$ cat config.mk
export PLATFORM = sky130hd
export DESIGN_NAME = booth_mult_sequencer
export DESIGN_NICKNAME = d
export VERILOG_FILES = /design/src/rtl/booth_pkg.sv /design/src/rtl/booth_operand_fifo.sv /design/src/rtl/booth_mult_sequencer.sv
export SDC_FILE = /design/constraint.sdc
export NUM_CORES = 1
export LEC_CHECK = 0
export CORE_ASPECT_RATIO = 1.1
export CORE_UTILIZATION = 45
export DETAILED_ROUTE_END_ITERATION = 8
export PLACE_DENSITY = 0.72
export SYNTH_ARGS = -nofsm -noshare
export SYNTH_HDL_FRONTEND = slang
export SYNTH_SLANG_ARGS = --single-unit
$ cat constraint.sdc
create_clock -name clk -period 9.8 [get_ports clk]
set_clock_uncertainty 0.2 [all_clocks]
set_input_delay 0.98 -clock clk [delete_from_list [all_inputs] [get_ports clk]]
set_output_delay 0.98 -clock clk [all_outputs]
set_load 0.05 [all_outputs]
$ cat src/rtl/booth_pkg.sv
// rtl/booth_pkg.sv - shared types and defaults for the Booth multiplier sequencer
package booth_pkg;

    localparam int DEFAULT_N = 32;

    typedef enum logic [1:0] {
        IDLE  = 2'd0,
        ISSUE = 2'd1,
        WAIT  = 2'd2,
        HOLD  = 2'd3
    } seq_state_t;

    // Start-to-product latency of the sequential Booth multiplier core.
    function automatic int booth_lat(input int n);
        return n + 2;
    endfunction

endpackage

$ cat src/rtl/booth_operand_fifo.sv
// rtl/booth_operand_fifo.sv - circular operand-pair FIFO with occupancy counter
module booth_operand_fifo #(
    parameter int WIDTH = 64,
    parameter int DEPTH = 4
) (
    input  logic             clk,
    input  logic             rst,
    input  logic             push,
    input  logic             pop,
    input  logic [WIDTH-1:0] wdata,
    output logic [WIDTH-1:0] rdata,
    output logic             full,
    output logic             empty
);

    localparam int AW = $clog2(DEPTH);
    localparam int CW = $clog2(DEPTH + 1);

    logic [WIDTH-1:0] mem [DEPTH];
    logic [AW-1:0]    wptr;
    logic [AW-1:0]    rptr;
    logic [CW-1:0]    count;
    logic             do_push;
    logic             do_pop;

    assign do_push = push && !full;
    assign do_pop  = pop && !empty;
    assign full    = (count == CW'(DEPTH));
    assign empty   = (count == '0);
    assign rdata   = mem[rptr];

    // Pointers wrap naturally because DEPTH is a power of two.
    always_ff @(posedge clk) begin
        if (rst) begin
            wptr  <= '0;
            rptr  <= '0;
            count <= '0;
            for (int i = 0; i < DEPTH; i++) begin
                mem[i] <= '0;
            end
        end else begin
            if (do_push) begin
                mem[wptr] <= wdata;
                wptr      <= wptr + 1'b1;
            end
            if (do_pop) begin
                rptr <= rptr + 1'b1;
            end
            case ({do_push, do_pop})
                2'b10:   count <= count + 1'b1;
                2'b01:   count <= count - 1'b1;
                default: count <= count;
            endcase
        end
    end

endmodule

$ cat src/rtl/booth_mult_sequencer.sv
// rtl/booth_mult_sequencer.sv - issues buffered operand pairs to the Booth multiplier and captures products
module booth_mult_sequencer
    import booth_pkg::*;
#(
    parameter int N     = DEFAULT_N,
    parameter int LAT   = booth_lat(N),
    parameter int DEPTH = 4
) (
    input  logic           clk,
    input  logic           rst,
    input  logic           in_valid,
    output logic           in_ready,
    input  logic [N-1:0]   in_m,
    input  logic [N-1:0]   in_q,
    output logic           mul_start,
    output logic [N-1:0]   mul_m,
    output logic [N-1:0]   mul_q,
    input  logic [2*N-1:0] mul_p,
    output logic           out_valid,
    input  logic           out_ready,
    output logic [2*N-1:0] out_p
);

    localparam int CNT_W = $clog2(LAT + 1);

    seq_state_t       state;
    seq_state_t       state_next;
    logic [CNT_W-1:0] cnt;
    logic [2*N-1:0]   fifo_rdata;
    logic             fifo_full;
    logic             fifo_empty;
    logic             load;
    logic             capture;
    logic             cnt_clr;
    logic             ov_clr;

    assign in_ready = !fifo_full && !rst;

    booth_operand_fifo #(
        .WIDTH (2 * N),
        .DEPTH (DEPTH)
    ) u_fifo (
        .clk   (clk),
        .rst   (rst),
        .push  (in_valid && in_ready),
        .pop   (load),
        .wdata ({in_m, in_q}),
        .rdata (fifo_rdata),
        .full  (fifo_full),
        .empty (fifo_empty)
    );

    always_comb begin
        state_next = state;
        load       = 1'b0;
        capture    = 1'b0;
        cnt_clr    = 1'b0;
        ov_clr     = 1'b0;
        mul_start  = 1'b0;
        case (state)
            IDLE: begin
                if (!fifo_empty) begin
                    load       = 1'b1;
                    state_next = ISSUE;
                end
            end
            ISSUE: begin
                mul_start  = 1'b1;
                cnt_clr    = 1'b1;
                state_next = WAIT;
            end
            WAIT: begin
                if (cnt == CNT_W'(LAT - 1)) begin
                    capture    = 1'b1;
                    state_next = HOLD;
                end
            end
            HOLD: begin
                // Clearing out_valid on every handshake keeps mul_start away from a live result.
                if (out_valid && out_ready) begin
                    ov_clr = 1'b1;
                    if (!fifo_empty) begin
                        load       = 1'b1;
                        state_next = ISSUE;
                    end else begin
                        state_next = IDLE;
                    end
                end
            end
            default: state_next = IDLE;
        endcase
    end

    always_ff @(posedge clk) begin
        if (rst) begin
            state     <= IDLE;
            cnt       <= '0;
            mul_m     <= '0;
            mul_q     <= '0;
            out_valid <= 1'b0;
            out_p     <= '0;
        end else begin
            state <= state_next;
            if (cnt_clr) begin
                cnt <= '0;
            end else if (state == WAIT) begin
                cnt <= cnt + 1'b1;
            end
            if (load) begin
                mul_m <= fifo_rdata[2*N-1:N];
                mul_q <= fifo_rdata[N-1:0];
            end
            if (capture) begin
                out_p     <= mul_p;
                out_valid <= 1'b1;
            end else if (ov_clr) begin
                out_valid <= 1'b0;
            end
        end
    end

endmodule
**Word-level counts from Yosys, hierarchy flattened**

Memory sizes are Yosys's and may differ from the RTL's. A register that Yosys moved wholly into a read port is not among the register bits.
Cells that the tools add are included.

- Register bits after elaboration: 80
- Bits in writable memories: 256
- Input port bits: 132
- Output and inout bits: 131
- Logic and storage cells: 62
- Memories kept: 1

Memories:

| name | words | width | read ports | clocked after Yosys merged registers in | wr ports | line | source |
|---|---|---|---|---|---|---|---|
| u_fifo.mem | 4 | 64 | 1 | 1 | 4 | booth_operand_fifo.sv:19 | `logic [WIDTH-1:0] mem [DEPTH];` |

- Add/sub/neg operators: 5
- Eq/ne operators: 10
- Muxes and demuxes: 24
- Reduce and logical (&&, ||, !) cells: 15

Operators by type and width:

| cell | count |
|---|---|
| 2-to-1 mux 64 bit | 1 |
| OR reduction 64 bit | 1 |
| 2-to-1 mux 1 bit | 16 |
| 2-to-1 mux 2 bit | 4 |
| case mux 2 bit (4 select lines) | 1 |
| adder 6 x 1 -> 6 bit, second input constant | 1 |
| == test 2 bit, second input constant | 3 |
| == test 6 bit, second input constant | 1 |
| inequality test 2 bit, second input constant | 3 |
| case mux 3 bit (2 select lines) | 1 |
| logical AND 1 bit | 5 |
| adder 2 x 1 -> 2 bit, second input constant | 2 |
| == test 2 x 1 -> 1 bit, second input constant | 2 |
| nonzero test 2 bit | 2 |
| adder 3 x 1 -> 3 bit, second input constant | 1 |
| == test 3 bit, second input constant | 1 |
| zero test 1 bit | 3 |
| zero test 3 bit | 1 |
| AND reduction 3 bit | 1 |
| subtractor 3 x 1 -> 3 bit, second input constant | 1 |
| zero test 2 bit | 1 |
| case mux 1 bit (2 select lines) | 1 |
| OR reduction 2 bit | 1 |

**Longest topological paths before layout**

Gate-level depths: netlist (run 1).

- Depth after elaboration: 10
- Gate-level depth with buffers: 12

**Hierarchy**

Synthesis (run 1) repeated with hierarchy kept, for this count alone.

- Cell total of the unflattened synthesis: 1286
- Area total of the unflattened synthesis: 16363.2 um2

By module, submodules not included:

| module | instances | cells an instance | area an instance (um2) | seq. area each (um2) |
|---|---|---|---|---|
| booth_operand_fifo | 1 | 670 | 11392.2 | 7867.5 |
| booth_mult_sequencer | 1 | 616 | 4971.0 | 2742.6 |

**Least setup slack after synthesis (run 1)**

OpenSTA, ideal clock, no wires.

- Path type: input to register
- Start: input in_valid
- End: memory u_fifo.mem[0][0], enable pin
- Arrival: 3.127 ns
- Required time: 9.174 ns
- Setup slack: 6.047 ns
- Cell stages on the path: 6
- Cells stage by stage: inv_1 -> a211oi_2 -> inv_2 -> nor3_2 -> buf_4 -> or2_1

RTL lines:

| element | line | source |
|---|---|---|
| start: declaration | booth_mult_sequencer.sv:11 | `input logic in_valid,` |
| end: declaration | booth_operand_fifo.sv:19 |  |

==> results.md, run 1 <==
- Antenna Nets Post-Route: 0
- Critical Path Source: in_valid
- Die width: 183.0 um
- CTS clk-pin slew, worst paths: 0.06 ns
- Max_cap viols: 0
- Fmax: 267.9 MHz
- Top delay family on crit path: buffers and inverters
- Die Ht: 201.1 um
- GRT overflow: 0
- DR pass1 iterations: 4
- Crit Path Category: in -> reg
- Layout cells sized above 1: 0.09552
- Max H-tree Level: 2
- Status: completed
- Fin util: 0.5776
- Ys flop type: edfxtp_1
- Netlist Area Pre-Place: 0.01622 mm2
- WP data required: 9.75 ns
- Register bit count reported by yosys: 400
- Syn nets: 1421
- RSZ-0062 raised after global routing: no
- Cts repair resizes: 0
- R2R Path Start: u_fifo.count[0]$_SDFFE_PP0P_
- Clk pwr share: 0.315
- Initial DRC count: 609
- P per Cell Area: 226.9 mW/mm2
- I/O Buffers: 262
- Initial core utilization: 0.4594
- Period utilization: 0.3809
- Vias per std cell: 5.046
- Psw: 1.417 mW
- Vias in the first global route: 10283
- Leakage: 7.065 nW
- I/O pin count: 263
- GP Congestion: 0.7214
- Hold buffer count at cts: 0
- Final HPWL DP: 20.96 mm
- R2r setup slk: 6.61 ns
- Vias: 10198
- Post-CTS Setup Bufs: 0
- Avg Cell Area, Syn: 12.67 um2
- Sequential Power Share: 0.449
- Part of the Yosys area used for sequential elements: 0.6516
- Gr usage total: 0.1982
- CP cell instances: clkdlybuf4s50_1, inv_1, a211oi_4, buf_4, and3_2, or2_4
- Slew Viols, Final: 0
- Detailed-route DRC error count: 0
- Asr flop ratio synth: 0
- HP Start: out_p[9]$_SDFFE_PP0P_
- Nets: 1648
- Crit path time final: 3.733 ns
- Rel. slew slack: 0.2932
- Initial antenna violation count: 2
- Crit end category: register
- Max Root-Sink Buffers: 3
- Clk sink count: 400
- Die Footprint: 0.03682 mm2
- Syn-to-layout area delta: 25.73%
- Max stage delay cell, worst path: or2_4
- Ys Warns: 0
- Routed WL: 36.62 mm
- CTS tree: done
- Core area: 0.03531 mm2
- First-pass GRT wire length: 55.93 mm
- Final Hold Viols: 0
- VDD IR max: 0.0001279 V
- Internal: 3.210 mW
- Wirelength per Cell: 18.12 um
- Post-Syn Instances: 1280
- Netlist cell types: 40
- Total CTS buffers: 41
- Comb power frac: 0.236
- Worst Tran Pin Value: 1.060 ns
- Clk_lat worst skew: 0.54 ns
- Critical path peak fanout: 67
- Critical Path AT: 3.69 ns
- Post-synth EDFFs: 256
- Max incr delay on CP: 0.83 ns
- Total Power: 4.627 mW
- Buf/Inv on CP: 3
- Root buffer cell: clkbuf_16
- Hold Path Class: reg -> reg
- Row count: 72
- Largest net degree at the start of global routing: 97
- Final Setup Violations: 0
- Sw Share: 0.3062
- Startpoint types: input pin
- Setup Total Neg Slack: 0 ns
- Layout fillers: 2894
## layout make-up
type	count	area (um2)	area share
antenna	1	2.502	0.0001227
timing repair buffer	272	2695	0.1321
tap	481	601.8	0.02951
inverter	11	41.29	0.002024
multi-input combinational	781	5234	0.2566
clock buffer	65	1171	0.05742
clock inverter	10	73.82	0.003619
sequential	400	10580	0.5186
## logic make-up after synthesis
kind of cell             share of synthesized area
buffers and inverters                      0.02846
flip-flops                                  0.6515
AND/OR/NAND/NOR                             0.1714
AO/OA/AOI/OAI                              0.04682
adder cells (fa/ha/maj)                   0.007404
multiplexers                               0.08946
XOR/XNOR                                  0.004859
## cell usage after synthesis (2+ instances only)
cell,number,area [um2]
xor2_1,5,43.79
ha_1,8,100.1
or2_1,3,18.77
or3_1,3,18.77
buf_4,16,120.1
mux4_2,64,1441
dfxtp_1,144,2883
inv_2,2,7.510
nand2_1,262,983.4
nor3_2,2,20.02
and2_1,256,1602
o21ai_0,2,10.01
nor2_1,13,48.80
inv_1,9,33.78
nand4_1,3,18.77
nand2b_1,4,25.02
edfxtp_1,256,7687
xnor2_1,4,35.03
buf_1,7,26.28
buf_2,24,120.1
a21oi_1,134,670.6
clkbuf_1,41,153.9
## placed cells by master (no fill, tap or decap), types with 5 or more instances in the layout
master	instances
ha_1	8
clkbuf_1	17
clkbuf_16	41
xor2_1	5
a21oi_1	134
nand2_1	262
clkinv_2	5
mux4_2	64
dfxtp_1	142
clkdlybuf4s50_1	261
nor2_1	13
buf_4	11
and2_1	256
edfxtp_1	256
inv_1	9
clkbuf_8	5
## per-stage QoR
step / hold WS (ns) / instances / instance area (um2) / setup slack (ns)
final: 0.2526 / 2021 / 20400 / 6.067
after global routing: 0.2661 / 2020 / 20390 / 5.901
after CTS: 0.2545 / 2020 / 20390 / 6.042
after detailed placement: 0.2465 / 1945 / 19150 / 5.470
after floorplan: 0.2536 / 1280 / 16220 / 6.047
after global placement: 0.2410 / 1945 / 19150 / 5.473
## final timing paths
path / endpoint / cells past startpoint
max: u_fifo.mem[1][33]$_SDFFCE_PN0P_ / 6
min: out_p[9]$_SDFFE_PP0P_ / 2
max reg2reg: u_fifo.mem[1][33]$_SDFFCE_PN0P_ / 5
min reg2reg: out_p[9]$_SDFFE_PP0P_ / 2
## tightest hold or removal path, cell delays in order, from the launching register on
cell and delay, ns:
dfxtp_1 0.30, nand2_1 0.05, a21oi_1 0.05
## sequential cells by signal, indices dropped and copies added, names as in the netlist
name          cells
cnt               6
mul_m            32
mul_q            32
out_p            64
out_valid         1
state             2
u_fifo.count      3
u_fifo.mem      256
u_fifo.rptr       2
u_fifo.wptr       2
## routing by layer
metal	GRT usage	wire length [um]	vias to the layer above
met5	0	13	-
met4	0.06071	841	2
met3	0.03638	2157	55
met2	0.3593	18830	307
met1	0.2370	14770	4946
li1	-	-	4888
## power groups by stage
stage | Sequential [mW] | Combinational (mW) | Clock (mW)
3_5_place_dp | 2.11 | 1.11 | 0
6_report | 2.08 | 1.09 | 1.46
3_3_place_gp | 2.11 | 1.09 | 0
4_1_cts | 2.08 | 1.11 | 1.49
5_1_grt | 2.10 | 1.17 | 1.56
2_1_floorplan | 2.30 | 0.548 | 0
Power figures use the tool's default switching activity.
==> run 2, diff against run 1 <==
--- a/config.mk
+++ b/config.mk
@@ -8,7 +8,7 @@
 export CORE_ASPECT_RATIO = 1.1
 export CORE_UTILIZATION = 45
 export DETAILED_ROUTE_END_ITERATION = 8
-export PLACE_DENSITY = 0.72
+export PLACE_DENSITY = 0.75
 export SYNTH_ARGS = -nofsm -noshare
 export SYNTH_HDL_FRONTEND = slang
 export SYNTH_SLANG_ARGS = --single-unit
==> constraint.sdc (replaced) <==
create_clock -name clk -period 3.3 [get_ports clk]
set_clock_uncertainty 0.2 [all_clocks]
set_input_delay 0.33 -clock clk [delete_from_list [all_inputs] [get_ports clk]]
set_output_delay 0.33 -clock clk [all_outputs]
set_load 0.05 [all_outputs]
==> results.md, run 2 (synthesis results as in run 1) <==
- Critical Path AT: 3.23 ns
- Die Footprint: 0.03682 mm2
- Max H-tree Level: 2
- Final cell count without fillers: 2035
- Vias in the first global route: 10617
- RSZ-0062 raised after global routing: no
- Initial core utilization: 0.4594
- Crit end category: register
- CTS clk-pin slew, worst paths: 0.06 ns
- Max_cap viols: 0
- DR pass1 iterations: 5
- Clk_lat worst skew: 0.54 ns
- Placed Instances: 1957
- First-pass GRT wire length: 59.06 mm
- GP Congestion: 0.7676
- Vias: 10437
- I/O Buffers: 262
- Most frequent cells in the layout: nand2_1 (262), clkdlybuf4s50_1 (261), and2_1 (256), edfxtp_1 (256), dfxtp_1 (142)
- WP data required: 3.57 ns
- Die width: 183.0 um
- Fmax: 336.9 MHz
- Startpoint types: register
- Post-CTS Setup Bufs: 0
- Antenna Nets Post-Route: 0
- Multi-input gate area: 0.005234 mm2
- Final HPWL DP: 22.72 mm
- Core area: 0.03531 mm2
- P per Cell Area: 675.8 mW/mm2
- Final Hold Viols: 0
- Total CTS buffers: 42
- CP cell instances: inv_1, ha_1, or3_2, inv_2, ha_1, inv_1, fa_1, xor2_1, or3_1, a21oi_1
- Max stage delay cell, worst path: or3_2
- Vias per std cell: 5.129
- Detailed-route DRC error count: 0
- Setup Total Neg Slack: 0 ns
- CTS tree: done
- Root buffer cell: clkbuf_16
- Clk sink count: 400
- Largest net degree at the start of global routing: 94
- Period utilization: 0.8994
- Row count: 72
- GRT overflow: 0
- Worst Tran Pin Value: 0.9749 ns
- Gr usage total: 0.2104
- Die Ht: 201.1 um
- Most flops, register: u_fifo.mem
- Max FFs per register: 256
- Wirelength per Cell: 18.90 um
- I/O pin count: 263
- VDD IR max: 0.0005608 V
- Crit Path Category: reg -> reg
- Initial DRC count: 632
- Critical path peak fanout: 5
- Initial antenna violation count: 5
- Status: completed
- Syn-to-layout area delta: 27.30%
- Hold Path Class: in -> reg
- Routed WL: 38.47 mm
- Layout cells sized above 1: 0.1063
- Most common cell after layout, fill and taps aside: nand2_1
- Max incr delay on CP: 0.51 ns
- Register area: 0.01058 mm2
- Max Root-Sink Buffers: 3
- Leakage: 7.200 nW
- Slew Viols, Final: 0
- Cts repair resizes: 0
- Layout fillers: 2816
- Crit path time final: 2.968 ns
- Rel. slew slack: 0.3500
- Nets: 1662
- Top Registers: u_fifo.mem (256), out_p (64)
- Final Setup Violations: 0
## run 2: final cells by class
class,instances,area share
clock buffer,62,0.05895
tap,481,0.02914
timing repair buffer,285,0.1402
antenna,2,0.0002423
inverter,11,0.001999
multi-input combinational,781,0.2534
sequential,400,0.5122
clock inverter,13,0.003877
## run 2: per-stage QoR
step	setup slack, ns	hold WS [ns]	instance area (um2)	utilization	total power [mW]
after floorplan	0.08732	0.2536	16220	-	8.457
final	0.3321	0.1501	20650	0.5848	13.96
after CTS	0.3500	0.1163	20650	0.5847	14.12
after global routing	0.2208	0.1342	20650	0.5848	14.56
after global placement	0.2566	0.2413	19340	0.5477	9.588
after detailed placement	0.2474	0.2463	19340	0.5477	9.654
## run 2: worst paths after layout
check                                           start                           end  slack (ns)  depth (start not counted)
worst min-delay path                         mul_p[3]         out_p[3]$_SDFFE_PP0P_        0.15                          3
worst max-delay path            state[1]$_SDFFE_PP0P_  u_fifo.count[2]$_SDFFE_PP0P_        0.33                         10
worst max register to register  state[1]$_SDFFE_PP0P_  u_fifo.count[2]$_SDFFE_PP0P_        0.33                         10
worst min register to register  out_p[7]$_SDFFE_PP0P_         out_p[7]$_SDFFE_PP0P_        0.25                          2
## run 2: metal layers
metal,vias up,share of wire,GRT usage
met3,70,0.063,0.04235
li1,4919,-,-
met4,6,0.033,0.08690
met1,5103,0.40,0.2536
met2,339,0.51,0.3664
met5,-,0.0010,0
## run 2: report_power, final
part           switching [mW]  internal (mW)
Clock                    1.88           2.56
Sequential              0.287           5.88
Combinational            2.11           1.23
Total                    4.28           9.67
## run 2: critical path, delay by kind of cell, from the launching register on
kind,cells,cell delay (ns)
simple gates,2,0.81
buf+inv,3,0.25
flops,1,0.41
xor+xnor,1,0.16
fa+ha+maj,3,0.92
compound gates,1,0.14
## run 2: what timing repair did
| action | in CTS | in global routing |
|---|---|---|
| endpoints found under the hold margin | 13 | 0 |
| endpoints found under the setup margin | 0 | 0 |
| hold buffers | 1 | 0 |
